**config.mk**
```make
export PLATFORM = sky130hd
export DESIGN_NAME = overlay_timing_gen
export DESIGN_NICKNAME = d
export VERILOG_FILES = /design/src/rtl/overlay_timing_gen_pkg.sv /design/src/rtl/overlay_timing_gen_counter.sv /design/src/rtl/overlay_timing_gen.sv
export SDC_FILE = /design/constraint.sdc
export NUM_CORES = 1
export LEC_CHECK = 0
export ABC_CLOCK_PERIOD_IN_PS = 6400
export CORE_UTILIZATION = 48
export CTS_BUF_LIST = sky130_fd_sc_hd__clkbuf_16
export CTS_CLUSTER_SIZE = 24
export DETAILED_ROUTE_END_ITERATION = 8
export PLACE_DENSITY_LB_ADDON = 0.25
export SLEW_MARGIN = 20
export SYNTH_ARGS = -nofsm -noshare
export SYNTH_HDL_FRONTEND = slang
export SYNTH_HIERARCHICAL = 1
export SYNTH_SLANG_ARGS = --single-unit
export TNS_END_PERCENT = 100
```
**constraint.sdc**
```tcl
create_clock -name clock -period 6.4 [get_ports clock]
set_input_delay 1.28 -clock clock [delete_from_list [all_inputs] [get_ports clock]]
set_output_delay 1.28 -clock clock [all_outputs]
set_load 0.01 [all_outputs]
```
**src/rtl/overlay_timing_gen_pkg.sv**
```systemverilog
// Shared timing defaults and region classification for the overlay timing generator.
package overlay_timing_gen_pkg;

    localparam int H_ACTIVE_DEF = 1920;
    localparam int H_FP_DEF     = 88;
    localparam int H_SYNC_DEF   = 44;
    localparam int H_BP_DEF     = 148;
    localparam int V_ACTIVE_DEF = 1080;
    localparam int V_FP_DEF     = 4;
    localparam int V_SYNC_DEF   = 5;
    localparam int V_BP_DEF     = 36;
    localparam int CNT_W_DEF    = 12;
    localparam int DATA_W_DEF   = 24;

    localparam int H_TOTAL_DEF  = H_ACTIVE_DEF + H_FP_DEF + H_SYNC_DEF + H_BP_DEF;
    localparam int V_TOTAL_DEF  = V_ACTIVE_DEF + V_FP_DEF + V_SYNC_DEF + V_BP_DEF;

    typedef enum logic [1:0] {
        RGN_ACTIVE,
        RGN_FP,
        RGN_SYNC,
        RGN_BP
    } region_e;

    // Regions are laid out in the order active, front porch, sync, back porch.
    function automatic region_e region_of(input int cnt, input int active,
                                          input int fp, input int sync);
        region_e rgn;
        if (cnt < active) begin
            rgn = RGN_ACTIVE;
        end else if (cnt < active + fp) begin
            rgn = RGN_FP;
        end else if (cnt < active + fp + sync) begin
            rgn = RGN_SYNC;
        end else begin
            rgn = RGN_BP;
        end
        return rgn;
    endfunction

endpackage

```
**src/rtl/overlay_timing_gen_counter.sv**
```systemverilog
// Wrapping up-counter 0..TOP with clear, increment and parallel load.
module overlay_timing_gen_counter
    import overlay_timing_gen_pkg::*;
#(
    parameter int WIDTH = CNT_W_DEF,
    parameter int TOP   = H_TOTAL_DEF - 1
) (
    input  logic             clock,
    input  logic             masterReset_n,
    input  logic             clr_i,
    input  logic             inc_i,
    input  logic             load_i,
    input  logic [WIDTH-1:0] load_val_i,
    output logic [WIDTH-1:0] count_o,
    output logic             wrap_o
);

    logic [WIDTH-1:0] count_q;
    logic [WIDTH-1:0] count_d;

    assign wrap_o  = inc_i && (count_q == WIDTH'(TOP));
    assign count_o = count_q;

    // Next count: clear wins over load, load wins over increment.
    always_comb begin
        count_d = count_q;
        if (clr_i) begin
            count_d = '0;
        end else if (load_i) begin
            count_d = load_val_i;
        end else if (inc_i) begin
            count_d = wrap_o ? '0 : count_q + WIDTH'(1);
        end
    end

    // Count register with synchronous reset.
    always_ff @(posedge clock) begin
        if (!masterReset_n) begin
            count_q <= '0;
        end else begin
            count_q <= count_d;
        end
    end

endmodule

```
**src/rtl/overlay_timing_gen.sv**
```systemverilog
// Video timing generator with a single rectangular overlay window fed by a
// valid/ready pixel stream; everything outside the window shows bgColour.
module overlay_timing_gen
    import overlay_timing_gen_pkg::*;
#(
    parameter int H_ACTIVE = H_ACTIVE_DEF,
    parameter int H_FP     = H_FP_DEF,
    parameter int H_SYNC   = H_SYNC_DEF,
    parameter int H_BP     = H_BP_DEF,
    parameter int V_ACTIVE = V_ACTIVE_DEF,
    parameter int V_FP     = V_FP_DEF,
    parameter int V_SYNC   = V_SYNC_DEF,
    parameter int V_BP     = V_BP_DEF,
    parameter bit HS_POL   = 1'b1,
    parameter bit VS_POL   = 1'b1,
    parameter int CNT_W    = CNT_W_DEF,
    parameter int DATA_W   = DATA_W_DEF
) (
    input  logic              clock,
    input  logic              masterReset_n,
    input  logic              enable,
    input  logic              ovlEnable,
    input  logic [CNT_W-1:0]  ovlX,
    input  logic [CNT_W-1:0]  ovlY,
    input  logic [CNT_W-1:0]  ovlW,
    input  logic [CNT_W-1:0]  ovlH,
    input  logic [DATA_W-1:0] bgColour,
    input  logic [DATA_W-1:0] pixData,
    input  logic              pixValid,
    output logic              pixReady,
    output logic              DE,
    output logic              HSYNC,
    output logic              VSYNC,
    output logic [DATA_W-1:0] data,
    output logic              frameStart,
    output logic              underflow
);

    localparam int H_TOTAL = H_ACTIVE + H_FP + H_SYNC + H_BP;
    localparam int V_TOTAL = V_ACTIVE + V_FP + V_SYNC + V_BP;

    logic [CNT_W-1:0] h_cnt;
    logic [CNT_W-1:0] v_cnt;
    logic             h_wrap;
    logic             unused_v_wrap;

    overlay_timing_gen_counter #(
        .WIDTH (CNT_W),
        .TOP   (H_TOTAL - 1)
    ) u_h_cnt (
        .clock         (clock),
        .masterReset_n (masterReset_n),
        .clr_i         (~enable),
        .inc_i         (1'b1),
        .load_i        (1'b0),
        .load_val_i    ('0),
        .count_o       (h_cnt),
        .wrap_o        (h_wrap)
    );

    overlay_timing_gen_counter #(
        .WIDTH (CNT_W),
        .TOP   (V_TOTAL - 1)
    ) u_v_cnt (
        .clock         (clock),
        .masterReset_n (masterReset_n),
        .clr_i         (~enable),
        .inc_i         (h_wrap),
        .load_i        (1'b0),
        .load_val_i    ('0),
        .count_o       (v_cnt),
        .wrap_o        (unused_v_wrap)
    );

    region_e h_rgn;
    region_e v_rgn;
    logic    at_origin;
    logic    active;

    assign h_rgn     = region_of(int'(h_cnt), H_ACTIVE, H_FP, H_SYNC);
    assign v_rgn     = region_of(int'(v_cnt), V_ACTIVE, V_FP, V_SYNC);
    assign at_origin = (h_cnt == '0) && (v_cnt == '0);
    assign active    = (h_rgn == RGN_ACTIVE) && (v_rgn == RGN_ACTIVE);

    logic             shd_en_q, shd_en_d;
    logic [CNT_W-1:0] shd_x_q, shd_x_d;
    logic [CNT_W-1:0] shd_y_q, shd_y_d;
    logic [CNT_W-1:0] shd_w_q, shd_w_d;
    logic [CNT_W-1:0] shd_h_q, shd_h_d;

    // Window settings are frozen for the whole frame, sampled at the origin.
    always_comb begin
        shd_en_d = shd_en_q;
        shd_x_d  = shd_x_q;
        shd_y_d  = shd_y_q;
        shd_w_d  = shd_w_q;
        shd_h_d  = shd_h_q;
        if (at_origin) begin
            shd_en_d = ovlEnable;
            shd_x_d  = ovlX;
            shd_y_d  = ovlY;
            shd_w_d  = ovlW;
            shd_h_d  = ovlH;
        end
    end

    // Shadow register bank.
    always_ff @(posedge clock) begin
        if (!masterReset_n) begin
            shd_en_q <= 1'b0;
            shd_x_q  <= '0;
            shd_y_q  <= '0;
            shd_w_q  <= '0;
            shd_h_q  <= '0;
        end else begin
            shd_en_q <= shd_en_d;
            shd_x_q  <= shd_x_d;
            shd_y_q  <= shd_y_d;
            shd_w_q  <= shd_w_d;
            shd_h_q  <= shd_h_d;
        end
    end

    // The origin pixel is evaluated while the shadows are being loaded, so it
    // looks at the live inputs that are about to become this frame's settings.
    logic             win_en;
    logic [CNT_W-1:0] win_x, win_y, win_w, win_h;
    logic [CNT_W:0]   x_end, y_end;
    logic             in_x, in_y, in_win;

    assign win_en = at_origin ? ovlEnable : shd_en_q;
    assign win_x  = at_origin ? ovlX      : shd_x_q;
    assign win_y  = at_origin ? ovlY      : shd_y_q;
    assign win_w  = at_origin ? ovlW      : shd_w_q;
    assign win_h  = at_origin ? ovlH      : shd_h_q;

    // One extra bit keeps the far edge from wrapping back into range.
    assign x_end  = {1'b0, win_x} + {1'b0, win_w};
    assign y_end  = {1'b0, win_y} + {1'b0, win_h};
    assign in_x   = (h_cnt >= win_x) && ({1'b0, h_cnt} < x_end);
    assign in_y   = (v_cnt >= win_y) && ({1'b0, v_cnt} < y_end);
    assign in_win = win_en && in_x && in_y && active;

    assign pixReady = masterReset_n && enable && in_win;

    logic              de_q, de_d;
    logic              hs_q, hs_d;
    logic              vs_q, vs_d;
    logic              fs_q, fs_d;
    logic              uf_q, uf_d;
    logic [DATA_W-1:0] data_q, data_d;

    // Output values for the current counter state; all idle while disabled.
    always_comb begin
        de_d   = enable && active;
        hs_d   = (enable && (h_rgn == RGN_SYNC)) ? HS_POL : ~HS_POL;
        vs_d   = (enable && (v_rgn == RGN_SYNC)) ? VS_POL : ~VS_POL;
        fs_d   = enable && at_origin;
        uf_d   = pixReady && !pixValid;
        data_d = '0;
        if (de_d) begin
            data_d = (pixReady && pixValid) ? pixData : bgColour;
        end
    end

    // Output registers, one cycle behind the counters.
    always_ff @(posedge clock) begin
        if (!masterReset_n) begin
            de_q   <= 1'b0;
            hs_q   <= ~HS_POL;
            vs_q   <= ~VS_POL;
            fs_q   <= 1'b0;
            uf_q   <= 1'b0;
            data_q <= '0;
        end else begin
            de_q   <= de_d;
            hs_q   <= hs_d;
            vs_q   <= vs_d;
            fs_q   <= fs_d;
            uf_q   <= uf_d;
            data_q <= data_d;
        end
    end

    assign DE         = de_q;
    assign HSYNC      = hs_q;
    assign VSYNC      = vs_q;
    assign frameStart = fs_q;
    assign underflow  = uf_q;
    assign data       = data_q;

endmodule

```
==> flow_metrics.py <==
metrics = {
    "timing": {
        "tns_ps": -414,
        "rsz0062_at_grt": "true",
        "timing.final.crit_share_pct": 106,
        "whs_ps": 530,
        "max_freq_ghz": 0.147,
        "fin_ws_ps": -414,
        "hold_viol_final": 0,
        "period_needed_ps": 6810,
        "setup-violations-final": 1,
        "finClkSkew_ps": 9.76,
        "drv_slew": 0,
        "worst-slew-pin-transition_ps": 622,
        "slew_headroom_pct": 58.5,
    },
    "run_status": {
        "status": "finished with violations",
        "violations": "setup timing",
    },
    "grt": {
        "grt_max_degree": 53,
        "grt_use_total_pct": 27.2,
        "grt_pass1_vias": 6734,
        "grt_overflow_total": 0,
        "grt_antenna_before_repair": 0,
        "grt_pass1_wl_um": 32200,
    },
    "critical_path": {
        "reg2reg_from": "u_v_cnt/count_o[0]$_SDFFE_PP0P_",
        "slowest_delay_ps": 360,
        "cpLargestDelayFamily": "compound AO/OA/AOI/OAI gates",
        "cp.arrival_ps": 5530,
        "critical_path.most_common_cell": "buf_4",
        "critPathCaptureType": "output pin",
        "critPathKind": "reg2out",
        "reg2reg_slack_ps": 550,
        "crit_path_max_fanout": 4,
        "rr_endpoint": "data[2]$_SDFF_PN0_",
        "cp-start-kind": "flip-flop",
        "reg2reg_depth": 31,
        "worst-path-buf-inv": 11,
        "cpMaxStageDelayCell": "nor4_4",
        "cp.required_ps": 5120,
    },
    "yosys": {
        "synth_commonest_cells": "nand2_1, dfxtp_1, ha_1, a21oi_1, o21ai_0",
        "syn_inst": 845,
        "yosysSeqAreaShare_pct": 29.4,
        "syn_area_sq_um": 6950,
        "syn_avg_cell_area_sq_um": 8.22,
        "synthDistinctLibCells": 78,
        "synth.yosys.warnings": 6,
        "synth_edf_count": 0,
        "synthArstFlopShare_pct": 0,
        "synth_top_area_share_pct": 29.4,
        "synth_seq_cells": 102,
        "yosysTopAreaCell": "dfxtp_1",
        "synth_area_leaders": "dfxtp_1, ha_1, nand2_1, a21oi_1, o21ai_0",
        "synth_flop_cell": "dfxtp_1",
        "synth.most_common_cell": "nand2_1",
    },
    "layout": {
        "n_antenna_cell": 0,
        "syn2layout_area_growth_pct": 43.7,
        "final_cell_count_no_fill": 1302,
        "final_nets": 1289,
        "fin_area_sq_um": 9980,
        "fillCellCount": 1090,
        "post-route-util_pct": 71.3,
        "drive_above_1_share_pct": 18.5,
    },
    "job": {
        "cap_violations": 0,
    },
    "worst_hold_path": {
        "hold_depth": 2,
        "hold_start": "shd_w_q[1]$_SDFF_PN0_",
        "hp-class": "reg2reg",
        "hold_end": "shd_w_q[1]$_SDFF_PN0_",
    },
    "power": {
        "net-switching-power_mw": 0.640,
        "pwr-share-comb_pct": 37.6,
        "power_density_nw_per_um2": 200,
        "p_leak_nw": 4.46,
        "pwr-share-seq_pct": 34.3,
        "switching_share_pct": 32.0,
        "p_int_mw": 1.36,
        "p_total_mw": 2.00,
        "p_clk_share_pct": 28.1,
        "ir_drop_mv": 0.138,
    },
    "clock_tree": {
        "clk_latency_ps": 360,
        "cts_max_level": 3,
        "clkSlewWorstSetupHoldPaths_ps": 70,
        "cts_buffer_depth": 2,
        "cts_tree": "done",
        "numCtsBuffers": 9,
        "cts-root-buf": "clkbuf_16",
        "clock-sinks": 102,
    },
    "detailed_routing": {
        "wire_per_inst_um": 15.9,
        "wl_um": 20600,
        "num_vias": 7073,
        "ant_nets": 0,
        "drc_errors": 0,
        "drt-initial-drc-count": 421,
        "dr.pass1.iters": 5,
        "via_per_inst": 5.43,
    },
    "place": {
        "post-place-ws_ps": -945,
        "place_area_sq_um": 9240,
        "io_buffers": 130,
        "routabilityCongestion": 0.906,
        "placedCellCount": 1256,
        "dp_hpwl_um": 14700,
    },
    "floorplan": {
        "ios": 131,
        "fp.dieArea_sq_um": 15000,
        "core_sq_um": 14000,
        "rows": 43,
        "initial_core_util_pct": 49.7,
        "chipHeight_um": 122,
        "fp.dieW_um": 122,
    },
}
## layout make-up
cell class                 count  area, sq um  area share, %
multi-input combinational    694         4920           49.3
timing repair buffer         266         2330           23.3
sequential                   102         2040           20.5
clock buffer                   9          225           2.26
tap                          180          225           2.26
inverter                      44          166           1.67
clock inverter                 7         72.6          0.727
## how the worst max path moves through the flow
stage | to | slack, ps | depth (start not counted) | start
after floorplan | pixReady | 30 | 27 | u_v_cnt/count_o[0]$_SDFFE_PP0P_
after global placement | pixReady | -790 | 18 | ovlX[3]
after CTS | pixReady | -170 | 22 | u_v_cnt/count_o[7]$_SDFFE_PP0P_
final | pixReady | -410 | 28 | u_v_cnt/count_o[0]$_SDFFE_PP0P_
after global routing | pixReady | -650 | 28 | u_v_cnt/count_o[1]$_SDFFE_PP0P_
after detailed placement | pixReady | -940 | 18 | ovlX[3]
## flip-flops by register name, summed over array words and instances, names as in the netlist, 12 cells and up
name,flops
data,24
shd_x_q,12
u_v_cnt/count_o,12
shd_y_q,12
shd_w_q,12
shd_h_q,12
u_h_cnt/count_o,12
## layout by cell type (no fill, tap or decap), drive strengths merged, types with 9 or more instances in the layout
cell             n
a211oi          10
a21boi          27
a21o             9
a21oi           48
and2            33
buf            137
clkbuf           9
clkdlybuf4s50  122
conb            33
dfxtp          102
ha              70
inv             46
mux2i           21
nand2          111
nand3           37
nand4            9
nor2            30
nor2b           26
nor3            13
nor4            11
o21ai           47
o22ai           10
xnor2           18
xor2            25
## logic make-up after synthesis
kind of cell | synth area share, %
multiplexers | 3.40
XOR/XNOR | 5.42
AO/OA/AOI/OAI | 19.4
adder cells (fa/ha/maj) | 13.0
AND/OR/NAND/NOR | 24.5
buffers and inverters | 4.74
flip-flops | 29.4
other | 0.108
## metal layers
layer  part of all wire, %  global-route usage (%)  vias up
met1                    42                    32.4     3307
met5                     0                       0        -
li1                      -                       -     3525
met4                   2.2                    7.85        0
met3                   4.4                    5.25       45
met2                    51                    49.2      196
## power by group through the flow
stage	sequential (mW)	clock (mW)	combinational (mW)
finish	0.685	0.562	0.752
global route	0.689	0.601	0.821
CTS	0.684	0.573	0.714
detailed placement	0.698	0	0.658
global placement	0.696	0	0.647
floorplan	0.706	0	0.376
## repair_timing
item,CTS,global route
resized for setup,46,16
buffers inserted,22,8
hold buffers,0,0
endpoints found under the setup margin,1,1
pin swaps,26,16
## worst reg2reg max path: cells and delay by family (launching register included)
| family | cells | cell delay [ps] |
|---|---|---|
| compound gates | 8 | 1620 |
| mux | 1 | 290 |
| flops | 1 | 330 |
| xor+xnor | 1 | 160 |
| fa+ha+maj | 2 | 530 |
| buf+inv | 12 | 1390 |
| simple gates | 7 | 1430 |
Note: power is estimated with default switching activity, not from simulation.
